--- config.mk ---
export PLATFORM = sky130hd
export DESIGN_NAME = axil_reg_slice_flat
export DESIGN_NICKNAME = d
export VERILOG_FILES = /design/src/rtl/axil_reg_slice_if.sv /design/src/rtl/axil_reg_slice.sv /design/src/flat_wrapper.sv
export SDC_FILE = /design/constraint.sdc
export NUM_CORES = 1
export LEC_CHECK = 0
export BUFFER_PORTS_ARGS = -buffer_cell sky130_fd_sc_hd__buf_2
export CORE_MARGIN = 3
export CORE_UTILIZATION = 46
export DETAILED_ROUTE_END_ITERATION = 6
export PLACE_DENSITY_LB_ADDON = 0.05
export SLEW_MARGIN = 20
export SYNTH_ARGS = -nofsm -noshare
export SYNTH_HDL_FRONTEND = slang
export SYNTH_SLANG_ARGS = --single-unit
--- constraint.sdc ---
create_clock -name clk -period 1.8 [get_ports clk]
set_clock_uncertainty 0.2 [all_clocks]
set_input_delay 0.09 -clock clk [delete_from_list [all_inputs] [get_ports clk]]
set_output_delay 0.09 -clock clk [all_outputs]
set_load 0.01 [all_outputs]
--- src/rtl/axil_reg_slice_if.sv ---
// AXI-Lite channel bundle between arbiter, register slice and slave.
// master drives requests and response-readies; slave drives the rest.
interface axi_lite_if #(
  parameter int ADDR_WIDTH = 32,
  parameter int DATA_WIDTH = 32
);
  logic [ADDR_WIDTH-1:0]   aw_addr;
  logic                    aw_valid;
  logic                    aw_ready;
  logic [DATA_WIDTH-1:0]   w_data;
  logic [DATA_WIDTH/8-1:0] w_strb;
  logic                    w_valid;
  logic                    w_ready;
  logic [1:0]              b_resp;
  logic                    b_valid;
  logic                    b_ready;
  logic [ADDR_WIDTH-1:0]   ar_addr;
  logic                    ar_valid;
  logic                    ar_ready;
  logic [DATA_WIDTH-1:0]   r_data;
  logic [1:0]              r_resp;
  logic                    r_valid;
  logic                    r_ready;

  modport master (
    output aw_addr, aw_valid, w_data, w_strb, w_valid,
    output ar_addr, ar_valid, b_ready, r_ready,
    input  aw_ready, w_ready, ar_ready,
    input  b_resp, b_valid, r_data, r_resp, r_valid
  );

  modport slave (
    input  aw_addr, aw_valid, w_data, w_strb, w_valid,
    input  ar_addr, ar_valid, b_ready, r_ready,
    output aw_ready, w_ready, ar_ready,
    output b_resp, b_valid, r_data, r_resp, r_valid
  );
endinterface

--- src/rtl/axil_reg_slice.sv ---
// AXI-Lite register slice: AW/W/AR always skid-buffered,
// B/R skid-buffered only when AXIL_SLICE_RESP_REG_EN is defined.
module axil_skid #(
  parameter int W = 32
) (
  input  logic         clk,
  input  logic         rst_n,
  input  logic         in_valid,
  output logic         in_ready,
  input  logic [W-1:0] in_data,
  output logic         out_valid,
  input  logic         out_ready,
  output logic [W-1:0] out_data
);
  // bit0 = main valid, bit1 = skid valid
  typedef enum logic [1:0] {
    EMPTY = 2'b00,
    ONE   = 2'b01,
    FULL  = 2'b11
  } state_t;

  state_t       state;
  state_t       state_nx;
  logic [W-1:0] main_q;
  logic [W-1:0] skid_q;
  logic         in_hs;
  logic         out_hs;

  assign in_hs  = in_valid & in_ready;
  assign out_hs = out_valid & out_ready;

  always_ff @(posedge clk or negedge rst_n) begin
    if (!rst_n) state <= EMPTY;
    else        state <= state_nx;
  end

  always_comb begin
    state_nx = state;
    unique case (state)
      EMPTY: if (in_hs) state_nx = ONE;
      ONE: begin
        if (in_hs && !out_hs)      state_nx = FULL;
        else if (!in_hs && out_hs) state_nx = EMPTY;
      end
      FULL:    if (out_hs) state_nx = ONE;
      default: state_nx = EMPTY;
    endcase
  end

  always_comb begin
    out_valid = state[0];
    in_ready  = ~state[1];
    out_data  = main_q;
  end

  always_ff @(posedge clk or negedge rst_n) begin
    if (!rst_n) begin
      main_q <= '0;
      skid_q <= '0;
    end else begin
      unique case (1'b1)
        (state == FULL) && out_hs:
          main_q <= skid_q;
        in_hs && (!out_valid || out_hs):
          main_q <= in_data;
        default: ;
      endcase
      if (in_hs && out_valid && !out_ready)
        skid_q <= in_data;
    end
  end
endmodule

module axil_reg_slice #(
  parameter int ADDR_WIDTH = 32,
  parameter int DATA_WIDTH = 32
) (
  input logic       clk,
  input logic       rst_n,
  axi_lite_if.slave  s_axi,
  axi_lite_if.master m_axi
);
  localparam int STRB_WIDTH = DATA_WIDTH / 8;

  typedef struct packed {
    logic [STRB_WIDTH-1:0] strb;
    logic [DATA_WIDTH-1:0] data;
  } w_beat_t;

  w_beat_t w_in;
  w_beat_t w_out;

  assign w_in         = {s_axi.w_strb, s_axi.w_data};
  assign m_axi.w_strb = w_out.strb;
  assign m_axi.w_data = w_out.data;

  axil_skid #(.W(ADDR_WIDTH)) u_aw (
    .clk       (clk),
    .rst_n     (rst_n),
    .in_valid  (s_axi.aw_valid),
    .in_ready  (s_axi.aw_ready),
    .in_data   (s_axi.aw_addr),
    .out_valid (m_axi.aw_valid),
    .out_ready (m_axi.aw_ready),
    .out_data  (m_axi.aw_addr)
  );

  axil_skid #(.W($bits(w_beat_t))) u_w (
    .clk       (clk),
    .rst_n     (rst_n),
    .in_valid  (s_axi.w_valid),
    .in_ready  (s_axi.w_ready),
    .in_data   (w_in),
    .out_valid (m_axi.w_valid),
    .out_ready (m_axi.w_ready),
    .out_data  (w_out)
  );

  axil_skid #(.W(ADDR_WIDTH)) u_ar (
    .clk       (clk),
    .rst_n     (rst_n),
    .in_valid  (s_axi.ar_valid),
    .in_ready  (s_axi.ar_ready),
    .in_data   (s_axi.ar_addr),
    .out_valid (m_axi.ar_valid),
    .out_ready (m_axi.ar_ready),
    .out_data  (m_axi.ar_addr)
  );

`ifdef AXIL_SLICE_RESP_REG_EN
  typedef struct packed {
    logic [1:0]            resp;
    logic [DATA_WIDTH-1:0] data;
  } r_beat_t;

  r_beat_t r_in;
  r_beat_t r_out;

  assign r_in         = {m_axi.r_resp, m_axi.r_data};
  assign s_axi.r_resp = r_out.resp;
  assign s_axi.r_data = r_out.data;

  axil_skid #(.W(2)) u_b (
    .clk       (clk),
    .rst_n     (rst_n),
    .in_valid  (m_axi.b_valid),
    .in_ready  (m_axi.b_ready),
    .in_data   (m_axi.b_resp),
    .out_valid (s_axi.b_valid),
    .out_ready (s_axi.b_ready),
    .out_data  (s_axi.b_resp)
  );

  axil_skid #(.W($bits(r_beat_t))) u_r (
    .clk       (clk),
    .rst_n     (rst_n),
    .in_valid  (m_axi.r_valid),
    .in_ready  (m_axi.r_ready),
    .in_data   (r_in),
    .out_valid (s_axi.r_valid),
    .out_ready (s_axi.r_ready),
    .out_data  (r_out)
  );
`else
  assign s_axi.b_resp  = m_axi.b_resp;
  assign s_axi.b_valid = m_axi.b_valid;
  assign m_axi.b_ready = s_axi.b_ready;
  assign s_axi.r_data  = m_axi.r_data;
  assign s_axi.r_resp  = m_axi.r_resp;
  assign s_axi.r_valid = m_axi.r_valid;
  assign m_axi.r_ready = s_axi.r_ready;
`endif
endmodule

--- src/flat_wrapper.sv ---
// flat-port wrapper written by rule: the top's interface ports become plain ports
module axil_reg_slice_flat 
#(
  parameter int ADDR_WIDTH = 32,
  parameter int DATA_WIDTH = 32
)
  (clk, rst_n, s_axi_aw_addr, s_axi_aw_valid, s_axi_w_data, s_axi_w_strb, s_axi_w_valid, s_axi_ar_addr, s_axi_ar_valid, s_axi_b_ready, s_axi_r_ready, s_axi_aw_ready, s_axi_w_ready, s_axi_ar_ready, s_axi_b_resp, s_axi_b_valid, s_axi_r_data, s_axi_r_resp, s_axi_r_valid, m_axi_aw_addr, m_axi_aw_valid, m_axi_w_data, m_axi_w_strb, m_axi_w_valid, m_axi_ar_addr, m_axi_ar_valid, m_axi_b_ready, m_axi_r_ready, m_axi_aw_ready, m_axi_w_ready, m_axi_ar_ready, m_axi_b_resp, m_axi_b_valid, m_axi_r_data, m_axi_r_resp, m_axi_r_valid);
  axi_lite_if #(.ADDR_WIDTH(ADDR_WIDTH), .DATA_WIDTH(DATA_WIDTH)) s_axi_i ();
  axi_lite_if #(.ADDR_WIDTH(ADDR_WIDTH), .DATA_WIDTH(DATA_WIDTH)) m_axi_i ();
  input logic clk;
  input logic rst_n;
  input wire logic [$bits(s_axi_i.aw_addr)-1:0] s_axi_aw_addr;
  input wire logic [$bits(s_axi_i.aw_valid)-1:0] s_axi_aw_valid;
  input wire logic [$bits(s_axi_i.w_data)-1:0] s_axi_w_data;
  input wire logic [$bits(s_axi_i.w_strb)-1:0] s_axi_w_strb;
  input wire logic [$bits(s_axi_i.w_valid)-1:0] s_axi_w_valid;
  input wire logic [$bits(s_axi_i.ar_addr)-1:0] s_axi_ar_addr;
  input wire logic [$bits(s_axi_i.ar_valid)-1:0] s_axi_ar_valid;
  input wire logic [$bits(s_axi_i.b_ready)-1:0] s_axi_b_ready;
  input wire logic [$bits(s_axi_i.r_ready)-1:0] s_axi_r_ready;
  output wire logic [$bits(s_axi_i.aw_ready)-1:0] s_axi_aw_ready;
  output wire logic [$bits(s_axi_i.w_ready)-1:0] s_axi_w_ready;
  output wire logic [$bits(s_axi_i.ar_ready)-1:0] s_axi_ar_ready;
  output wire logic [$bits(s_axi_i.b_resp)-1:0] s_axi_b_resp;
  output wire logic [$bits(s_axi_i.b_valid)-1:0] s_axi_b_valid;
  output wire logic [$bits(s_axi_i.r_data)-1:0] s_axi_r_data;
  output wire logic [$bits(s_axi_i.r_resp)-1:0] s_axi_r_resp;
  output wire logic [$bits(s_axi_i.r_valid)-1:0] s_axi_r_valid;
  output wire logic [$bits(m_axi_i.aw_addr)-1:0] m_axi_aw_addr;
  output wire logic [$bits(m_axi_i.aw_valid)-1:0] m_axi_aw_valid;
  output wire logic [$bits(m_axi_i.w_data)-1:0] m_axi_w_data;
  output wire logic [$bits(m_axi_i.w_strb)-1:0] m_axi_w_strb;
  output wire logic [$bits(m_axi_i.w_valid)-1:0] m_axi_w_valid;
  output wire logic [$bits(m_axi_i.ar_addr)-1:0] m_axi_ar_addr;
  output wire logic [$bits(m_axi_i.ar_valid)-1:0] m_axi_ar_valid;
  output wire logic [$bits(m_axi_i.b_ready)-1:0] m_axi_b_ready;
  output wire logic [$bits(m_axi_i.r_ready)-1:0] m_axi_r_ready;
  input wire logic [$bits(m_axi_i.aw_ready)-1:0] m_axi_aw_ready;
  input wire logic [$bits(m_axi_i.w_ready)-1:0] m_axi_w_ready;
  input wire logic [$bits(m_axi_i.ar_ready)-1:0] m_axi_ar_ready;
  input wire logic [$bits(m_axi_i.b_resp)-1:0] m_axi_b_resp;
  input wire logic [$bits(m_axi_i.b_valid)-1:0] m_axi_b_valid;
  input wire logic [$bits(m_axi_i.r_data)-1:0] m_axi_r_data;
  input wire logic [$bits(m_axi_i.r_resp)-1:0] m_axi_r_resp;
  input wire logic [$bits(m_axi_i.r_valid)-1:0] m_axi_r_valid;
  assign s_axi_i.aw_addr = s_axi_aw_addr;
  assign s_axi_i.aw_valid = s_axi_aw_valid;
  assign s_axi_i.w_data = s_axi_w_data;
  assign s_axi_i.w_strb = s_axi_w_strb;
  assign s_axi_i.w_valid = s_axi_w_valid;
  assign s_axi_i.ar_addr = s_axi_ar_addr;
  assign s_axi_i.ar_valid = s_axi_ar_valid;
  assign s_axi_i.b_ready = s_axi_b_ready;
  assign s_axi_i.r_ready = s_axi_r_ready;
  assign s_axi_aw_ready = s_axi_i.aw_ready;
  assign s_axi_w_ready = s_axi_i.w_ready;
  assign s_axi_ar_ready = s_axi_i.ar_ready;
  assign s_axi_b_resp = s_axi_i.b_resp;
  assign s_axi_b_valid = s_axi_i.b_valid;
  assign s_axi_r_data = s_axi_i.r_data;
  assign s_axi_r_resp = s_axi_i.r_resp;
  assign s_axi_r_valid = s_axi_i.r_valid;
  assign m_axi_aw_addr = m_axi_i.aw_addr;
  assign m_axi_aw_valid = m_axi_i.aw_valid;
  assign m_axi_w_data = m_axi_i.w_data;
  assign m_axi_w_strb = m_axi_i.w_strb;
  assign m_axi_w_valid = m_axi_i.w_valid;
  assign m_axi_ar_addr = m_axi_i.ar_addr;
  assign m_axi_ar_valid = m_axi_i.ar_valid;
  assign m_axi_b_ready = m_axi_i.b_ready;
  assign m_axi_r_ready = m_axi_i.r_ready;
  assign m_axi_i.aw_ready = m_axi_aw_ready;
  assign m_axi_i.w_ready = m_axi_w_ready;
  assign m_axi_i.ar_ready = m_axi_ar_ready;
  assign m_axi_i.b_resp = m_axi_b_resp;
  assign m_axi_i.b_valid = m_axi_b_valid;
  assign m_axi_i.r_data = m_axi_r_data;
  assign m_axi_i.r_resp = m_axi_r_resp;
  assign m_axi_i.r_valid = m_axi_r_valid;
  axil_reg_slice #(.ADDR_WIDTH(ADDR_WIDTH), .DATA_WIDTH(DATA_WIDTH)) u_core (.clk(clk), .rst_n(rst_n), .s_axi(s_axi_i), .m_axi(m_axi_i));
endmodule
==> results.yml <==
pwr:
  leakage_nw: 5.59
  p_per_area_nw_per_um2: 1520
  ir_worst_vdd_mv: 0.824
yosys:
  synthAdderAreaFrac_pct: 2.03
  synth_area_per_cell_um2: 13.6
  synth_top_area_share_pct: 55.9
  yosysWarningCount: 0
  synth_xor_area_share_pct: 0
  synth_area_leader_cell: "dfrtp_1"
  synthTopCellsByArea: "dfrtp_1 (56%), mux2_2 (12%), o221a_2 (11%)"
  synth-simple-area-share_pct: 8.38
  muxShareOfSynthArea_pct: 13.1
  yosysUniqueCellTypes: 29
  synth_top_family_by_area: "compound AO/OA/AOI/OAI gates"
  synth_compound_area_share_pct: 13.9
  synth_area_um2: 9230
  seq_area_frac_synth_pct: 55.9
  ys_ff_latch: 206
  syn-num-nets: 842
  synthCells: 679
place:
  dp.cells: 1109
  post_dp_cell_area_um2: 10600
  dp_hpwl_um: 15500
  gp_congestion: 0.857
  port_buffers: 213
worst_setup_path:
  criticalPathCategory: "reg -> reg"
  crit_path_max_fanout: 28
  cp-end-kind: "flop"
  start_kind: "flop"
  cp.required_ps: 1980
  cp_data_arrival_time_ps: 1940
detailed_routing:
  num_vias: 7107
  routed_wirelength_um: 24600
  antenna_left: 0
  dr.pass1.iters: 7
  drt_iter0_drc: 264
  wl_per_cell_um: 18.9
  drc: 0
  vias_per_cell: 5.45
die:
  die_w_um: 148
  die_height_um: 148
  num_rows: 51
  initial_core_util_pct: 47.1
  coreArea_um2: 19600
  ios: 294
  die-area_um2: 21800
clocking:
  cts.path.max_buffers: 3
  cts-root-buf: "clkbuf_16"
  insertion_delay_ps: 490
  clkTransAtPathRegs_ps: 50
  cts_tree: "built"
  cts_buffers: 24
  cts_sinks: 206
  htree_levels: 1
grt:
  overflow: 0
  grt_pass1_wl_um: 39300
  grt_pass1_vias: 7545
  grt_max_degree: 46
  grt_util_all_layers_pct: 21.8
  grt_antenna_before_repair: 0
sta:
  slew_headroom_pct: 73.9
  fmax_ghz: 0.568
  final-setup-viol-count: 0
  tightest_slew_ps: 391
  rsz0062_at_grt: "true"
  period_share_pct: 97.8
  slew_violations: 0
  finalHoldViolCount: 0
  min_period_ps: 1760
status:
  status: "complete, no violations"
cells_and_area:
  nFillCells: 1435
  drive_above_1_share_pct: 49.0
  num_antenna_cells: 0
  final_area_um2: 13000
  final_util_pct: 66.4
  stdcell_count: 1305
  area_delta_synth_final_pct: 40.9
  nets: 1190
job:
  maxCapViolations: 0
worst_hold_path:
  hold_path_class: "in -> reg"
-- stage by stage --
stage               setup WS (ps)  hold WS, ps  power (mW)  TNS, ps
floorplan                  -0.725         -406        12.2   -0.725
global placement            -27.3         -142        14.5    -27.3
detailed placement           -111         -138        14.9     -544
CTS                          17.2          154        19.8        0
global route                -23.2          168        21.0    -30.0
finish                       40.2          172        19.8        0
-- layout make-up --
class,count,area [µm²],area share (%)
sequential,206,5160,39.7
multi-input combinational,371,3550,27.3
timing repair buffer,409,3160,24.3
clock buffer,36,727,5.59
tap,265,332,2.55
inverter,15,63.8,0.491
clock inverter,3,15.0,0.115
-- kinds of logic (layout without fill, tap and decap cells) --
| group | count (synthesis) | in the layout |
|---|---|---|
| compound gates | 123 | 123 |
| fa+ha+maj | 15 | 15 |
| buf+inv | 102 | 463 |
| flops | 206 | 206 |
| mux | 108 | 108 |
| simple gates | 125 | 125 |
-- report_power, final --
group	internal (mW)	leakage [nW]	switching, mW
clock	2.75	0.369	1.78
sequential	6.93	2.36	1.23
combinational	3.86	2.87	3.25
-- path summary, 6_finish.rpt --
path,start,endpoint,slack [ps],cells after the start
setup / recovery,u_core.u_w.state[1],u_core.u_w.skid_q[25],40,5
hold / removal,s_axi_w_data[28],u_core.u_w.skid_q[28],170,3
setup reg to reg,u_core.u_w.state[1],u_core.u_w.skid_q[25],40,5
hold reg to reg,u_core.u_aw.skid_q[20],u_core.u_aw.skid_q[20],280,1
max in group asynchronous,rst_n,u_core.u_ar.out_data[26],360,4
min in group asynchronous,rst_n,u_core.u_w.out_data[17],440,3
-- cells in the mapped netlist --
| cell type | number |
|---|---|
| a21boi_4 | 1 |
| a21oi_1 | 9 |
| a21oi_2 | 2 |
| a221oi_1 | 6 |
| a222oi_1 | 3 |
| a22oi_1 | 3 |
| and2b_1 | 2 |
| buf_2 | 13 |
| buf_4 | 58 |
| clkbuf_1 | 16 |
| dfrtp_1 | 206 |
| ha_1 | 15 |
| inv_1 | 12 |
| inv_2 | 3 |
| mux2_1 | 5 |
| mux2_2 | 97 |
| mux2i_1 | 6 |
| nand2_1 | 12 |
| nand2b_1 | 4 |
| nand2b_2 | 1 |
| nand2b_4 | 1 |
| nand3_1 | 2 |
| nand3_2 | 1 |
| nor2_4 | 3 |
| nor3_1 | 6 |
| o221a_1 | 4 |
| o221a_2 | 89 |
| o2bb2ai_1 | 6 |
| or3_1 | 93 |
-- registers in the layout, summed over array words and instances, names as in the netlist --
name and flops:
u_core.u_ar.out_data 32, u_core.u_ar.skid_q 32, u_core.u_ar.state 2, u_core.u_aw.out_data 32, u_core.u_aw.skid_q 32, u_core.u_aw.state 2, u_core.u_w.out_data 36, u_core.u_w.skid_q 36
u_core.u_w.state 2
-- metal layers --
metal | share of wire (%) | GRT usage (%) | up-vias
met5 | 0 | 0 | -
met3 | 6.1 | 4.11 | 43
met2 | 50 | 38.2 | 270
li1 | - | - | 3240
met1 | 42 | 28.0 | 3554
met4 | 2.4 | 6.01 | 0
-- worst max-delay path, stage by stage (launching register included) --
cell and delay [ps]:
dfrtp_1 400, nand2b_4 180, buf_4 150, nor2_4 140, buf_12 210, mux2_2 360
-- cell usage in the layout, fill, tap and decap left out, types with 12 or more instances in the layout --
master         instances
or3_1                 93
mux2_2                96
inv_1                 12
buf_12                16
buf_4                 29
clkbuf_16             27
dlygate4sd3_1        148
dfrtp_1              203
o221a_2               89
buf_2                212
-- timing repair --
item | 4_1_cts | 5_1_grt
setup buffers | 0 | 7
hold endpoints to repair | 452 | 0
hold buffers | 148 | 0
cloned | 0 | 2
resized for setup | 5 | 12
setup endpoints to repair | 54 | 73
pin swaps | 1 | 5
(Power assumes the default switching activity.)
